`src/rtl/matrix_scan_ctrl_if.sv`:
```
// matrix_scan_ctrl_if: framebuffer write/swap bus and LED matrix drive for the scan controller
interface matrix_scan_ctrl_if;
  logic        ENABLE;
  logic        WR_EN;
  logic [2:0]  WR_ROW;
  logic [15:0] WR_DATA;
  logic        SWAP_REQ;
  logic        SWAP_DONE;
  logic        FRAME_START;
  logic [7:0]  MATRIX_ROW;
  logic [15:0] MATRIX_COL;
  modport master (
    output ENABLE, WR_EN, WR_ROW, WR_DATA, SWAP_REQ,
    input  SWAP_DONE, FRAME_START, MATRIX_ROW, MATRIX_COL
  );
  modport slave (
    input  ENABLE, WR_EN, WR_ROW, WR_DATA, SWAP_REQ,
    output SWAP_DONE, FRAME_START, MATRIX_ROW, MATRIX_COL
  );
endinterface

```
`src/rtl/matrix_scan_ctrl.sv`:
```
// matrix_scan_ctrl: double-buffered 8x16 LED matrix row scanner with blanking and tear-free swap
module matrix_scan_ctrl #(
  parameter int PRESCALE = 2500,
  parameter int BLANK    = 64
) (
  input logic              MCLK,
  input logic              RST_N,
  matrix_scan_ctrl_if.slave bus
);
  localparam int CW = $clog2(PRESCALE);
  logic [CW-1:0] cnt;
  logic [2:0]    row;
  logic          front, pending;
  logic [15:0]   fb [2][8];
  logic          last, boundary, swap, off;
  always_comb begin
    last     = cnt == CW'(PRESCALE - 1);
    boundary = last && row == 3'd7;
    swap     = (pending || bus.SWAP_REQ) && (boundary || !bus.ENABLE);
    off      = !bus.ENABLE || cnt < CW'(BLANK);
  end
  always_ff @(posedge MCLK)
    if (!RST_N) begin
      cnt             <= '0;
      row             <= '0;
      front           <= 1'b0;
      pending         <= 1'b0;
      bus.SWAP_DONE   <= 1'b0;
      bus.FRAME_START <= 1'b0;
      bus.MATRIX_ROW  <= 8'hFF;
      bus.MATRIX_COL  <= 16'hFFFF;
      for (int b = 0; b < 2; b++)
        for (int r = 0; r < 8; r++)
          fb[b][r] <= '0;
    end else begin
      cnt             <= (!bus.ENABLE || last) ? '0 : cnt + 1'b1;
      row             <= !bus.ENABLE ? 3'd0 : row + 3'(last);
      front           <= front ^ swap;
      pending         <= !swap && (pending || bus.SWAP_REQ);
      bus.SWAP_DONE   <= swap;
      bus.FRAME_START <= bus.ENABLE && boundary;
      bus.MATRIX_ROW  <= off ? 8'hFF : ~(8'b1 << row);
      bus.MATRIX_COL  <= off ? 16'hFFFF : ~fb[front][row];
      // the writer only ever touches the hidden buffer, so the displayed row cannot change mid-slot
      if (bus.WR_EN) fb[~front][bus.WR_ROW] <= bus.WR_DATA;
    end
endmodule
```
`src/flat_wrapper.sv`:
```
// flat-port wrapper written by rule: the top's interface ports become plain ports
module matrix_scan_ctrl_flat 
#(
  parameter int PRESCALE = 2500,
  parameter int BLANK    = 64
)
  (MCLK, RST_N, bus_ENABLE, bus_WR_EN, bus_WR_ROW, bus_WR_DATA, bus_SWAP_REQ, bus_SWAP_DONE, bus_FRAME_START, bus_MATRIX_ROW, bus_MATRIX_COL);
  matrix_scan_ctrl_if bus_i ();
  input logic MCLK;
  input logic RST_N;
  input wire logic [$bits(bus_i.ENABLE)-1:0] bus_ENABLE;
  input wire logic [$bits(bus_i.WR_EN)-1:0] bus_WR_EN;
  input wire logic [$bits(bus_i.WR_ROW)-1:0] bus_WR_ROW;
  input wire logic [$bits(bus_i.WR_DATA)-1:0] bus_WR_DATA;
  input wire logic [$bits(bus_i.SWAP_REQ)-1:0] bus_SWAP_REQ;
  output wire logic [$bits(bus_i.SWAP_DONE)-1:0] bus_SWAP_DONE;
  output wire logic [$bits(bus_i.FRAME_START)-1:0] bus_FRAME_START;
  output wire logic [$bits(bus_i.MATRIX_ROW)-1:0] bus_MATRIX_ROW;
  output wire logic [$bits(bus_i.MATRIX_COL)-1:0] bus_MATRIX_COL;
  assign bus_i.ENABLE = bus_ENABLE;
  assign bus_i.WR_EN = bus_WR_EN;
  assign bus_i.WR_ROW = bus_WR_ROW;
  assign bus_i.WR_DATA = bus_WR_DATA;
  assign bus_i.SWAP_REQ = bus_SWAP_REQ;
  assign bus_SWAP_DONE = bus_i.SWAP_DONE;
  assign bus_FRAME_START = bus_i.FRAME_START;
  assign bus_MATRIX_ROW = bus_i.MATRIX_ROW;
  assign bus_MATRIX_COL = bus_i.MATRIX_COL;
  matrix_scan_ctrl #(.PRESCALE(PRESCALE), .BLANK(BLANK)) u_core (.MCLK(MCLK), .RST_N(RST_N), .bus(bus_i));
endmodule
```
`config.mk`:
```
export PLATFORM = sky130hd
export DESIGN_NAME = matrix_scan_ctrl_flat
export DESIGN_NICKNAME = d
export VERILOG_FILES = /design/src/rtl/matrix_scan_ctrl_if.sv /design/src/rtl/matrix_scan_ctrl.sv /design/src/flat_wrapper.sv
export SDC_FILE = /design/constraint.sdc
export NUM_CORES = 1
export LEC_CHECK = 0
export ABC_AREA = 0
export CORE_MARGIN = 2
export CORE_UTILIZATION = 55
export CTS_CLUSTER_SIZE = 25
export DETAILED_ROUTE_END_ITERATION = 10
export GPL_TIMING_DRIVEN = 0
export PLACE_DENSITY = 0.75
export SYNTH_ARGS = -nofsm -noshare
export SYNTH_HDL_FRONTEND = slang
export SYNTH_SLANG_ARGS = --single-unit
```
`constraint.sdc`:
```
create_clock -name MCLK -period 2.62 [get_ports MCLK]
set_input_delay 0.393 -clock MCLK [delete_from_list [all_inputs] [get_ports MCLK]]
set_output_delay 0.393 -clock MCLK [all_outputs]
set_load 0.005 [all_outputs]
```
* Yosys cells after proc, flatten, opt, wreduce, memory -nomap -nowiden
Memory sizes are Yosys's and may differ from the RTL's. A register that Yosys moved wholly into a read port is not among the register bits.
Cells that the tools add are included.
** Word-level totals
- Register bits :: 43
- RAM bits :: 256
- Bits of input ports :: 24
- Output and inout port bits :: 26
- Logic and storage cells :: 53
- Memories kept :: 1
** Memories
- u_core.fb :: words 2, bits a word 128, read ports 1, clocked after memory_dff 1, write ports 2, line matrix_scan_ctrl.sv:14 : logic [15:0] fb [2][8];
** Operators by class
- Add/subtract/negate cells :: 2
- Order comparisons :: 4
- Equality and inequality tests :: 2
- Shifts and indexed selects :: 1
- Multiplexer cells :: 13
- Bitwise operators :: 7
- Reductions and logical operators :: 15
** Operator list (number)
- $mux W128 :: 3
- $reduce_or A128 Y1 :: 1
- $bmux W16 S3 :: 1
- $demux W16 S3 :: 1
- $mux W16 :: 3
- $not A16 Y16 :: 1
- $add A12 B1 Y12 const B :: 1
- $eq A12 B12 Y1 const B :: 1
- $lt A12 B7 Y1 const B :: 1
- $ge A4 B4 Y1 const B :: 2
- $not A3 Y4 :: 2
- $not A8 Y8 :: 1
- $shl A1 B3 Y8 const A :: 1
- $logic_and A1 B1 Y1 :: 5
- $mux W1 :: 5
- $logic_or A1 B1 Y1 :: 4
- $lt A4 B1 Y1 const B :: 1
- $reduce_or A2 Y1 :: 2
- $add A3 B1 Y3 :: 1
- $eq A3 B3 Y1 const B :: 1
- $logic_not A1 Y1 :: 2
- $not A1 Y1 :: 2
- $reduce_and A2 Y1 :: 1
- $xor A1 B1 Y1 :: 1

* Longest topological paths before layout
Gate-level depths: netlist (run 1).
- Depth in word-level cells :: 8
- Mapped depth :: 7
- Gate-level depth less buffers :: 7

* Worst setup path before layout (run 1)
No wires, ideal clock.
- Kind :: input to register
- From :: in RST_N
- To :: mem u_core.fb[0][64] (netlist bit) (enable)
- Data arrival time :: 2139 ps
- Path slack :: 70 ps
- Stages on the path :: 5
- Cell sequence :: and2_1 > buf_2 > nand3_1 > buf_2 > o21ai_0
** RTL lines
- start: declaration :: line flat_wrapper.sv:10 : input logic RST_N;
- end: declaration :: line matrix_scan_ctrl.sv:14

==> results by group, run 1 <==
Logic synthesis
  – FFs w/ async S/R, synth: 0
  – Sequential-to-total area share from yosys stat: 0.695
  – Syn Area/Cell: 16.5 um2
  – Area of the mapped netlist: 12300 um2
  – YS warnings: 0
  – FF+latch count, synth: 300
  – EDFF count, synth: 256
  – Top_reg_cell synth: edfxtp_1
  – Syn_nets: 776
  – Library cells used by synthesis: 40
  – Post-synthesis instance total: 749

Critical path
  – Slowest cell delay on critical path: 0.57 ns
  – CP Max Fanout: 16
  – Most Frequent Cell on Critical Path: buf_2
  – Worst path arrival time: 2.63 ns
  – WS Path Type: input pin to flop
  – Internal reg-to-reg setup slack: 0.22 ns
  – Critical path startpoint category: input pin
  – Critical Path RT: 2.81 ns
  – Crit end category: flop
  – Worst path cell trace: clkdlybuf4s50_1, and2_1, buf_2, nand3b_2, or3_1, buf_2, buf_6, nand2_2
  – Slowest-stage cell, CP: clkdlybuf4s50_1

Floorplanning
  – Core box area: 21900 um2
  – Die width: 154 um
  – Chip Height: 154 um
  – Initial core utilization: 0.563
  – Die ar.: 23600 um2
  – Ports: 50
  – Cell Rows: 54

Place
  – DP Worst Slack: -0.604 ns
  – Port Buf Inserts: 48
  – Routability cong.: 0.807
  – Placed cell count: 1089
  – Post-DP HPWL: 18400 um

Power and ir drop
  – Int Power: 7.71 mW
  – Power share of the sequential group: 0.559
  – Power share of the clock group: 0.391
  – Switching power total: 2.06 mW
  – Gate power share: 0.050
  – Pwr Density: 686 nW/um2
  – Pleak: 5.01 nW
  – Switch share: 0.211
  – Max IR drop VDD: 0.000391 V

Global route
  – Largest net degree at the start of global routing: 17
  – Number of global-route vias before repair: 7095
  – Total GRT Usage: 0.226
  – Initial antenna violation count: 0
  – Global-route wire length before repair: 40900 um
  – Total grt overflow: 0

Cells and area
  – Filler cells: 1515
  – Commonest non-fill, non-tap cell in the layout: edfxtp_1
  – Fin util: 0.651
  – Multi-input gate area: 3550 um2
  – Storage cell area: 8570 um2
  – Ant diodes: 0
  – Area growth, synth to finish: 15.6%
  – Layout cell share with drive strength beyond 1: 0.216
  – Commonest non-fill, non-tap cells in the layout: edfxtp_1 (256), and2_1 (107), mux4_2 (64), nor2_1 (56), clkdlybuf4s50_1 (48)
  – Non-Filler Instances: 1142
  – Nets@finish: 867

Route
  – Drt pass-1 iters: 5
  – Post-route ant nets: 0
  – DR vias/cell: 5.88
  – Via Count: 6720
  – Drt total wl: 26000 um
  – DRT iter0 DRCs: 540
  – Drt wl/cell: 22.8 um
  – DRC: 0

CTS
  – H-tree levels: 1
  – Sinks on Clock Net: 300
  – TritonCTS clock tree: built
  – CTS buffer count: 29
  – Clock transition at path regs: 0.06 ns
  – Post-CTS Hold Buffers: 0
  – Worst-Skew Late Latency: 0.54 ns
  – Post-CTS sizing: 2
  – Post-CTS setup buffers: 0
  – CTS root buffer: clkbuf_16
  – Max Buffers Root-to-Sink: 3

STA
  – Worst hold slack: 0.422 ns
  – Setup WS post-layout: 0.183 ns
  – Max-slew violation count: 0
  – Worst-margin pin slew: 0.924 ns
  – Skew final: 0.00970 ns
  – # setup viols final: 0
  – Final period util: 0.930
  – Min Tclk post-route: 2.44 ns
  – RSZ-0062 raised after global routing: no
  – FMAX: 410 MHz
  – Setup TNS: 0 ns
  – Final Hold Fails: 0
  – Slew margin rel.: 0.384

Hold path
  – Hold Crit Class: input pin to flop

Flow run
  – Max-Cap Viols: 0

Run status
  – Status: finished, final reports clean
==> metrics by stage <==
stage                     power (mW)  area [um2]
after CTS                       9.80       14200
final                           9.77       14300
after global routing            10.0       14300
after global placement          5.98       13200
after floorplan                 5.81       12300
after detailed placement        6.05       13400
==> power by group through the flow <==
| stage | clock (mW) | sequential, mW | combinational [mW] |
|---|---|---|---|
| 2_1_floorplan | 0 | 5.54 | 0.269 |
| 3_3_place_gp | 0 | 5.55 | 0.429 |
| 3_5_place_dp | 0 | 5.56 | 0.486 |
| 4_1_cts | 3.85 | 5.46 | 0.489 |
| 5_1_grt | 4.04 | 5.48 | 0.522 |
| 6_report | 3.82 | 5.46 | 0.488 |
==> routing by layer <==
metal  vias to the layer above  global-route usage  share of wire
li1                       3022                   -              -
met1                      3432               0.306           0.41
met2                       228               0.387           0.51
met3                        38              0.0431          0.069
met4                         0              0.0511          0.016
met5                         -                   0              0
==> critical path: cells and delay by family <==
family / cells / cell delay [ns]
buffers and inverters: 4 / 1.14
and+or+nand+nor: 4 / 1.09
==> final timing paths <==
check | from | to | depth (start not counted)
max | RST_N | u_core.fb[0][126]$_SDFFCE_PN0P_ | 8
min | bus_WR_ROW[2] | u_core.fb[0][95]$_SDFFCE_PN0P_ | 2
max reg2reg | u_core.row[1]$_SDFF_PN0_ | u_core.bus.MATRIX_COL[10]$_SDFF_PP1_ | 6
min reg2reg | u_core.cnt[0]$_SDFF_PP0_ | u_core.cnt[0]$_SDFF_PP0_ | 1
==> sequential cells by signal, summed over array words and instances, names as in the netlist, named ones only <==
name	cells
u_core.cnt	12
u_core.bus.SWAP_DONE	1
u_core.pending	1
u_core.fb	256
u_core.bus.MATRIX_ROW	8
u_core.bus.MATRIX_COL	16
u_core.front	1
u_core.row	3
u_core.bus.FRAME_START	1
==> logic make-up (layout without fill, tap and decap cells) <==
group                      after synthesis  in the layout  synth area share
and+or+nand+nor                        246            246             0.109
muxes                                   96             96             0.146
AOI/OAI and AO/OA                       32             32            0.0171
DFF                                    300            300             0.695
buffers and inverters                   61            174            0.0222
adders and majority gates                3              3           0.00304
xor gates and xnor gates                11             11           0.00781
==> synth_stat cells (2+ instances only) <==
library cell    n  area (um2)
mux4_2         64        1440
edfxtp_1      256        7690
nor2b_1         3        18.8
nand3_1         8        40.0
nor3_1         12        60.1
nor4_1          6        37.5
xnor2_1         9        78.8
xor2_1          2        17.5
buf_2           9        45.0
clkbuf_1       27         101
nand3b_1        2        15.0
o21ai_0        12        60.1
a22oi_1        15         113
buf_6           4        45.0
buf_1           2        7.51
nand2_1        32         120
nand4_1         3        18.8
inv_1          18        67.6
and3_1          5        31.3
and2_1        107         669
nand2b_1        3        18.8
mux2_2         32         360
ha_1            3        37.5
nor2_1         56         210
dfxtp_1        44         881
==> layout make-up <==
cell class | instances | share of cell area
Buffer | 43 | 0.0146
Inverter | 18 | 0.00474
Sequential cell | 300 | 0.601
Clock buffer | 32 | 0.0517
Timing Repair Buffer | 60 | 0.0453
Clock inverter | 21 | 0.00887
Tap cell | 280 | 0.0246
Multi-Input combinational cell | 388 | 0.249
Note: power is estimated with default switching activity, not from simulation.
==> inputs of run 2 (changes only) <==
--- a/config.mk
+++ b/config.mk
@@ -7,11 +7,12 @@
 export LEC_CHECK = 0
 export ABC_AREA = 0
 export CORE_MARGIN = 2
-export CORE_UTILIZATION = 55
+export CORE_UTILIZATION = 56
 export CTS_CLUSTER_SIZE = 25
 export DETAILED_ROUTE_END_ITERATION = 10
 export GPL_TIMING_DRIVEN = 0
-export PLACE_DENSITY = 0.75
+export HOLD_SLACK_MARGIN = 0.08
+export PLACE_DENSITY = 0.73
 export SYNTH_ARGS = -nofsm -noshare
 export SYNTH_HDL_FRONTEND = slang
 export SYNTH_SLANG_ARGS = --single-unit
==> constraint.sdc (replaced) <==
create_clock -name MCLK -period 3.01 [get_ports MCLK]
set_input_delay 0.4515 -clock MCLK [delete_from_list [all_inputs] [get_ports MCLK]]
set_output_delay 0.4515 -clock MCLK [all_outputs]
set_load 0.005 [all_outputs]
==> run 2 against run 1 <==
Cell count is 0.18% higher. Power shrank 8.4%. Utilization up 1.3 points. Combinational power down 12%. Critical path depth unchanged. Clock power is 2% lower. Global-route usage increased by 0.36 points. Largest cell class unchanged. Clock skew is 0.0057 ns higher. Critical path type unchanged. Design area increased by 1.1%.
==> results by group, run 2 (synthesis gave the netlist of run 1 again) <==
Run status
  – Status: finished, final reports clean

Place
  – Routability cong.: 0.826
  – Post-DP HPWL: 18300 um
  – DP Worst Slack: -0.325 ns
  – Port Buf Inserts: 48

Global route
  – Total GRT Usage: 0.230
  – Initial antenna violation count: 2
  – Largest net degree at the start of global routing: 17
  – Number of global-route vias before repair: 6866
  – Total grt overflow: 0
  – Global-route wire length before repair: 40500 um

Critical path
  – RR Startpoint: u_core.front$_SDFF_PN0_
  – Internal reg-to-reg setup slack: 0.37 ns
  – Crit end category: flop
  – Reg-to-Reg End: u_core.fb[1][123]$_SDFFCE_PN0P_
  – WS Path Type: input pin to flop
  – Reg2Reg Depth: 5
  – CP Max Fanout: 16
  – Worst path arrival time: 2.95 ns
  – Critical path startpoint category: input pin
  – Critical Path RT: 3.18 ns

Power and ir drop
  – Pwr Density: 621 nW/um2
  – Max IR drop VDD: 0.000485 V
  – Power, Total: 8.95 mW
  – Pleak: 5.08 nW

CTS
  – Post-CTS setup buffers: 0
  – Worst-Skew Late Latency: 0.55 ns
  – CTS buffer count: 30
  – Max Buffers Root-to-Sink: 3
  – CTS root buffer: clkbuf_16
  – Post-CTS Hold Buffers: 0
  – H-tree levels: 1
  – TritonCTS clock tree: built
  – Post-CTS sizing: 0
  – Sinks on Clock Net: 300
  – Clock transition at path regs: 0.06 ns

Cells and area
  – Max reg flops: 256
  – Layout cell share with drive strength beyond 1: 0.221
  – Nets@finish: 867
  – Fin util: 0.664
  – Area growth, synth to finish: 16.8%
  – Commonest non-fill, non-tap cells in the layout: edfxtp_1 (256), and2_1 (107), mux4_2 (64), nor2_1 (56), clkdlybuf4s50_1 (48)
  – Leading registers by flop count: u_core.fb (256), u_core.bus.MATRIX_COL (16), u_core.cnt (12)
  – Largest Register: u_core.fb
  – Commonest non-fill, non-tap cell in the layout: edfxtp_1
  – Ant diodes: 0

STA
  – Setup TNS: 0 ns
  – Min Tclk post-route: 2.79 ns
  – Setup WS post-layout: 0.224 ns
  – Final period util: 0.926
  – Worst-margin pin slew: 0.947 ns
  – Slew margin rel.: 0.369
  – RSZ-0062 raised after global routing: no
  – Max-slew violation count: 0
  – Skew final: 0.0154 ns
  – # setup viols final: 0
  – FMAX: 359 MHz
  – Final Hold Fails: 0
  – Worst hold slack: 0.475 ns

Route
  – Drt pass-1 iters: 5
  – DRT iter0 DRCs: 594
  – Via Count: 6707
  – DRC: 0
  – Post-route ant nets: 0
  – Drt wl/cell: 23.1 um
  – DR vias/cell: 5.86
  – Drt total wl: 26400 um

Hold path
  – Hold_sp: u_core.cnt[0]$_SDFF_PP0_
  – Hold Crit Class: flop to flop
  – Hold Path Depth: 1
  – Worst hold endpoint: u_core.cnt[0]$_SDFF_PP0_

Floorplanning
  – Die ar.: 23200 um2
  – Core box area: 21700 um2
  – Die width: 152 um
  – Initial core utilization: 0.569
  – Ports: 50
  – Chip Height: 152 um
  – Cell Rows: 54

Flow run
  – Max-Cap Viols: 0
-- run 2: changes by cell type in the layout (fill, tap and decap cells not counted), sizes merged --
cell      previous run  this run
clkinv              16         7
buf                 28        27
clkbuf              59        67
inv                 18        19
clkinvlp             4         5
bufinv               1         3
-- run 2: metrics by stage --
stage / cells / instance area (um2)
4_1_cts: 1144 / 14400
3_3_place_gp: 1077 / 13200
3_5_place_dp: 1088 / 13400
5_1_grt: 1144 / 14400
6_report: 1144 / 14400
2_1_floorplan: 749 / 12300
-- run 2: worst max-delay path by stage --
stage | from | to | slack (ns) | cells after the start
6_report | RST_N | u_core.fb[0][121]$_SDFFCE_PN0P_ | 0.22 | 8
5_1_grt | RST_N | u_core.fb[0][118]$_SDFFCE_PN0P_ | 0.03 | 8
4_1_cts | RST_N | u_core.fb[0][121]$_SDFFCE_PN0P_ | 0.23 | 8
3_5_place_dp | RST_N | u_core.fb[0][125]$_SDFFCE_PN0P_ | -0.32 | 8
3_3_place_gp | bus_WR_EN | u_core.fb[1][45]$_DFFE_PP_ | -1.27 | 3
2_1_floorplan | RST_N | u_core.fb[0][64]$_SDFFCE_PN0P_ | 0.40 | 5
-- run 2: critical path: stages --
cell             delay, ns
clkdlybuf4s50_1       0.57
and2_1                0.15
buf_2                 0.23
nand3b_2              0.26
or3_1                 0.38
buf_2                 0.19
buf_6                 0.16
nand2_1               0.56
-- run 2: where the power goes --
part           internal, mW  switching [mW]
clock                  2.24            1.52
combinational         0.172           0.260
sequential             4.70          0.0506
total                  7.12            1.83
-- run 2: cell type report --
type | count | area [um2]
clock inverter | 16 | 171
fill | 1457 | 7280
buffer | 43 | 206
timing repair buffer | 59 | 646
tap | 280 | 350
clock buffer | 40 | 850
sequential | 300 | 8570
multi-input combinational | 388 | 3550
inverter | 18 | 67.6
-- run 2: metal layers --
metal	vias up	GRT usage	share of wire
li1	3016	-	-
met1	3395	0.319	0.40
met2	261	0.385	0.50
met3	33	0.0481	0.080
met4	2	0.0481	0.016
met5	-	0	0.00049
==> inputs of run 3 (changes only) <==
--- a/config.mk
+++ b/config.mk
@@ -6,13 +6,15 @@
 export NUM_CORES = 1
 export LEC_CHECK = 0
 export ABC_AREA = 0
+export CELL_PAD_IN_SITES_DETAIL_PLACEMENT = 0
+export CELL_PAD_IN_SITES_GLOBAL_PLACEMENT = 1
 export CORE_MARGIN = 2
 export CORE_UTILIZATION = 56
 export CTS_CLUSTER_SIZE = 25
 export DETAILED_ROUTE_END_ITERATION = 10
 export GPL_TIMING_DRIVEN = 0
 export HOLD_SLACK_MARGIN = 0.08
-export PLACE_DENSITY = 0.73
+export PLACE_DENSITY = 0.84
 export SYNTH_ARGS = -nofsm -noshare
 export SYNTH_HDL_FRONTEND = slang
 export SYNTH_SLANG_ARGS = --single-unit
==> run 3 against run 2 <==
Non-clock buffer count unchanged. Critical path depth unchanged. Combinational power about the same. Critical endpoint is now u_core.fb[0][118]$_SDFFCE_PN0P_. Utilization decreased by 0.79 points. Clock-buffer cell count decreased by 4. Wire length about the same. Design area decreased by 1.2%. Worst hold slack got worse by 0.0063 ns. Clock power decreased by 12%. Maximum frequency decreased by 2.7%. First-iteration DRC count increased by 26%. Register-to-register slack got worse by 0.03 ns.
==> results by group, run 3 (synthesis gave the netlist of run 1 again) <==
Run status
  – Status: finished, final reports clean

Route
  – DRC: 0
  – DR vias/cell: 5.89
  – Drt pass-1 iters: 4
  – DRT iter0 DRCs: 751
  – Drt total wl: 26400 um
  – Via Count: 6707
  – Post-route ant nets: 0
  – Drt wl/cell: 23.2 um

STA
  – Worst hold slack: 0.468 ns
  – # setup viols final: 0
  – Slew margin rel.: 0.357
  – Setup TNS: 0 ns
  – Worst-margin pin slew: 0.965 ns
  – Setup WS post-layout: 0.146 ns
  – Skew final: 0.0188 ns
  – Min Tclk post-route: 2.86 ns
  – RSZ-0062 raised after global routing: no
  – FMAX: 349 MHz
  – Final Hold Fails: 0
  – Max-slew violation count: 0
  – Final period util: 0.952

Power and ir drop
  – Switch share: 0.210
  – Gate power share: 0.051
  – Pleak: 5.01 nW
  – Power share of the clock group: 0.390
  – Max IR drop VDD: 0.000366 V
  – Power share of the sequential group: 0.559
  – Int Power: 6.72 mW
  – Switching power total: 1.78 mW
  – Pwr Density: 597 nW/um2

Critical path
  – Critical path startpoint category: input pin
  – Critical Path Source: RST_N
  – Worst path cell trace: clkdlybuf4s50_1, and2_1, buf_2, nand3b_2, or3_1, buf_2, buf_6, nand2_1
  – CP Max Fanout: 16
  – Reg2Reg Depth: 5
  – Slowest-stage cell, CP: nand2_1
  – WS Path Type: input pin to flop
  – Reg-to-Reg End: u_core.fb[1][120]$_SDFFCE_PN0P_
  – RR Startpoint: u_core.front$_SDFF_PN0_
  – Most Frequent Cell on Critical Path: buf_2
  – Crit end category: flop
  – CP top delay family: simple AND/OR/NAND/NOR gates
  – Worst path arrival time: 3.03 ns
  – Slowest cell delay on critical path: 0.59 ns
  – Worst Path Buf+Inv: 4
  – Internal reg-to-reg setup slack: 0.34 ns
  – Critical Path RT: 3.17 ns

Hold path
  – Hold Path Depth: 1
  – Worst hold endpoint: u_core.cnt[0]$_SDFF_PP0_
  – Hold Crit Class: flop to flop
  – Hold_sp: u_core.cnt[0]$_SDFF_PP0_

Global route
  – Initial antenna violation count: 1
  – Total GRT Usage: 0.232
  – Largest net degree at the start of global routing: 17
  – Global-route wire length before repair: 40900 um
  – Number of global-route vias before repair: 6963
  – Total grt overflow: 0

Cells and area
  – Commonest non-fill, non-tap cell in the layout: edfxtp_1
  – Non-Filler Instances: 1139
  – Nets@finish: 866
  – Max reg flops: 256
  – Area growth, synth to finish: 15.4%
  – Leading registers by flop count: u_core.fb (256), u_core.bus.MATRIX_COL (16), u_core.cnt (12)
  – Commonest non-fill, non-tap cells in the layout: edfxtp_1 (256), and2_1 (107), mux4_2 (64), nor2_1 (56), clkdlybuf4s50_1 (48)
  – Largest Register: u_core.fb
  – Ant diodes: 0
  – Layout cell share with drive strength beyond 1: 0.212
  – Fin area: 14200 um2

CTS
  – Max Buffers Root-to-Sink: 3
  – CTS root buffer: clkbuf_16
  – Sinks on Clock Net: 300
  – Post-CTS sizing: 0
  – Clock transition at path regs: 0.06 ns
  – Post-CTS Hold Buffers: 0
  – Post-CTS setup buffers: 0
  – H-tree levels: 1
  – Worst-Skew Late Latency: 0.55 ns
  – TritonCTS clock tree: built
  – CTS buffer count: 29

Floorplanning
  – Initial core utilization: 0.569
  – Cell Rows: 54
  – Die ar.: 23200 um2
  – Core box area: 21700 um2
  – Chip Height: 152 um
  – Ports: 50
  – Die width: 152 um

Flow run
  – Max-Cap Viols: 0

Place
  – Placed cell count: 1088
  – Port Buf Inserts: 48
  – Post-DP HPWL: 18300 um
  – Routability cong.: 0.786
  – DP Worst Slack: -0.391 ns
  – Placed Area: 13400 um2
==> run 3: worst max path at each step <==
stage | to | slack (ns) | cells past startpoint
4_1_cts | u_core.fb[0][118]$_SDFFCE_PN0P_ | 0.15 | 8
3_3_place_gp | u_core.fb[0][11]$_SDFFCE_PN0P_ | -1.21 | 6
2_1_floorplan | u_core.fb[0][64]$_SDFFCE_PN0P_ | 0.40 | 5
3_5_place_dp | u_core.fb[0][123]$_SDFFCE_PN0P_ | -0.39 | 8
5_1_grt | u_core.fb[0][123]$_SDFFCE_PN0P_ | 0.003 | 8
6_report | u_core.fb[0][118]$_SDFFCE_PN0P_ | 0.15 | 8
==> run 3: routing by layer <==
layer	global-route usage	vias up	wire length, um	share of wire
li1	-	3008	-	-
met1	0.323	3403	10900	0.41
met2	0.383	248	12800	0.48
met3	0.0356	48	1990	0.075
met4	0.0758	0	758	0.029
met5	0	-	0	0
==> run 3: power groups by stage <==
stage          Clock, mW  Sequential, mW  Combinational, mW
2_1_floorplan          0            4.82              0.234
3_3_place_gp           0            4.83              0.380
3_5_place_dp           0            4.84              0.430
4_1_cts             3.35            4.75              0.433
5_1_grt             3.50            4.77              0.464
6_report            3.32            4.75              0.432
==> run 3: through the flow <==
stage                util  power (mW)
floorplan               -        5.06
global placement    0.607        5.21
detailed placement  0.617        5.27
CTS                 0.657        8.54
global route        0.657        8.73
finish              0.657        8.50
==> run 3: layout make-up <==
type | instances | area, um2
Buffer | 43 | 206
Clock buffer | 36 | 752
Clock inverter | 15 | 97.6
Fill cell | 1520 | 7450
Inverter | 18 | 67.6
Multi-Input combinational cell | 388 | 3550
Sequential cell | 300 | 8570
Tap cell | 280 | 350
Timing Repair Buffer | 59 | 646
==> run 3: worst register-to-register path, stage by stage (launching register included) <==
cell      delay (ns)
dfxtp_1         0.31
clkbuf_1        0.31
nor4_1          0.11
nand2_1         0.29
clkbuf_1        0.49
nand2_1         0.68
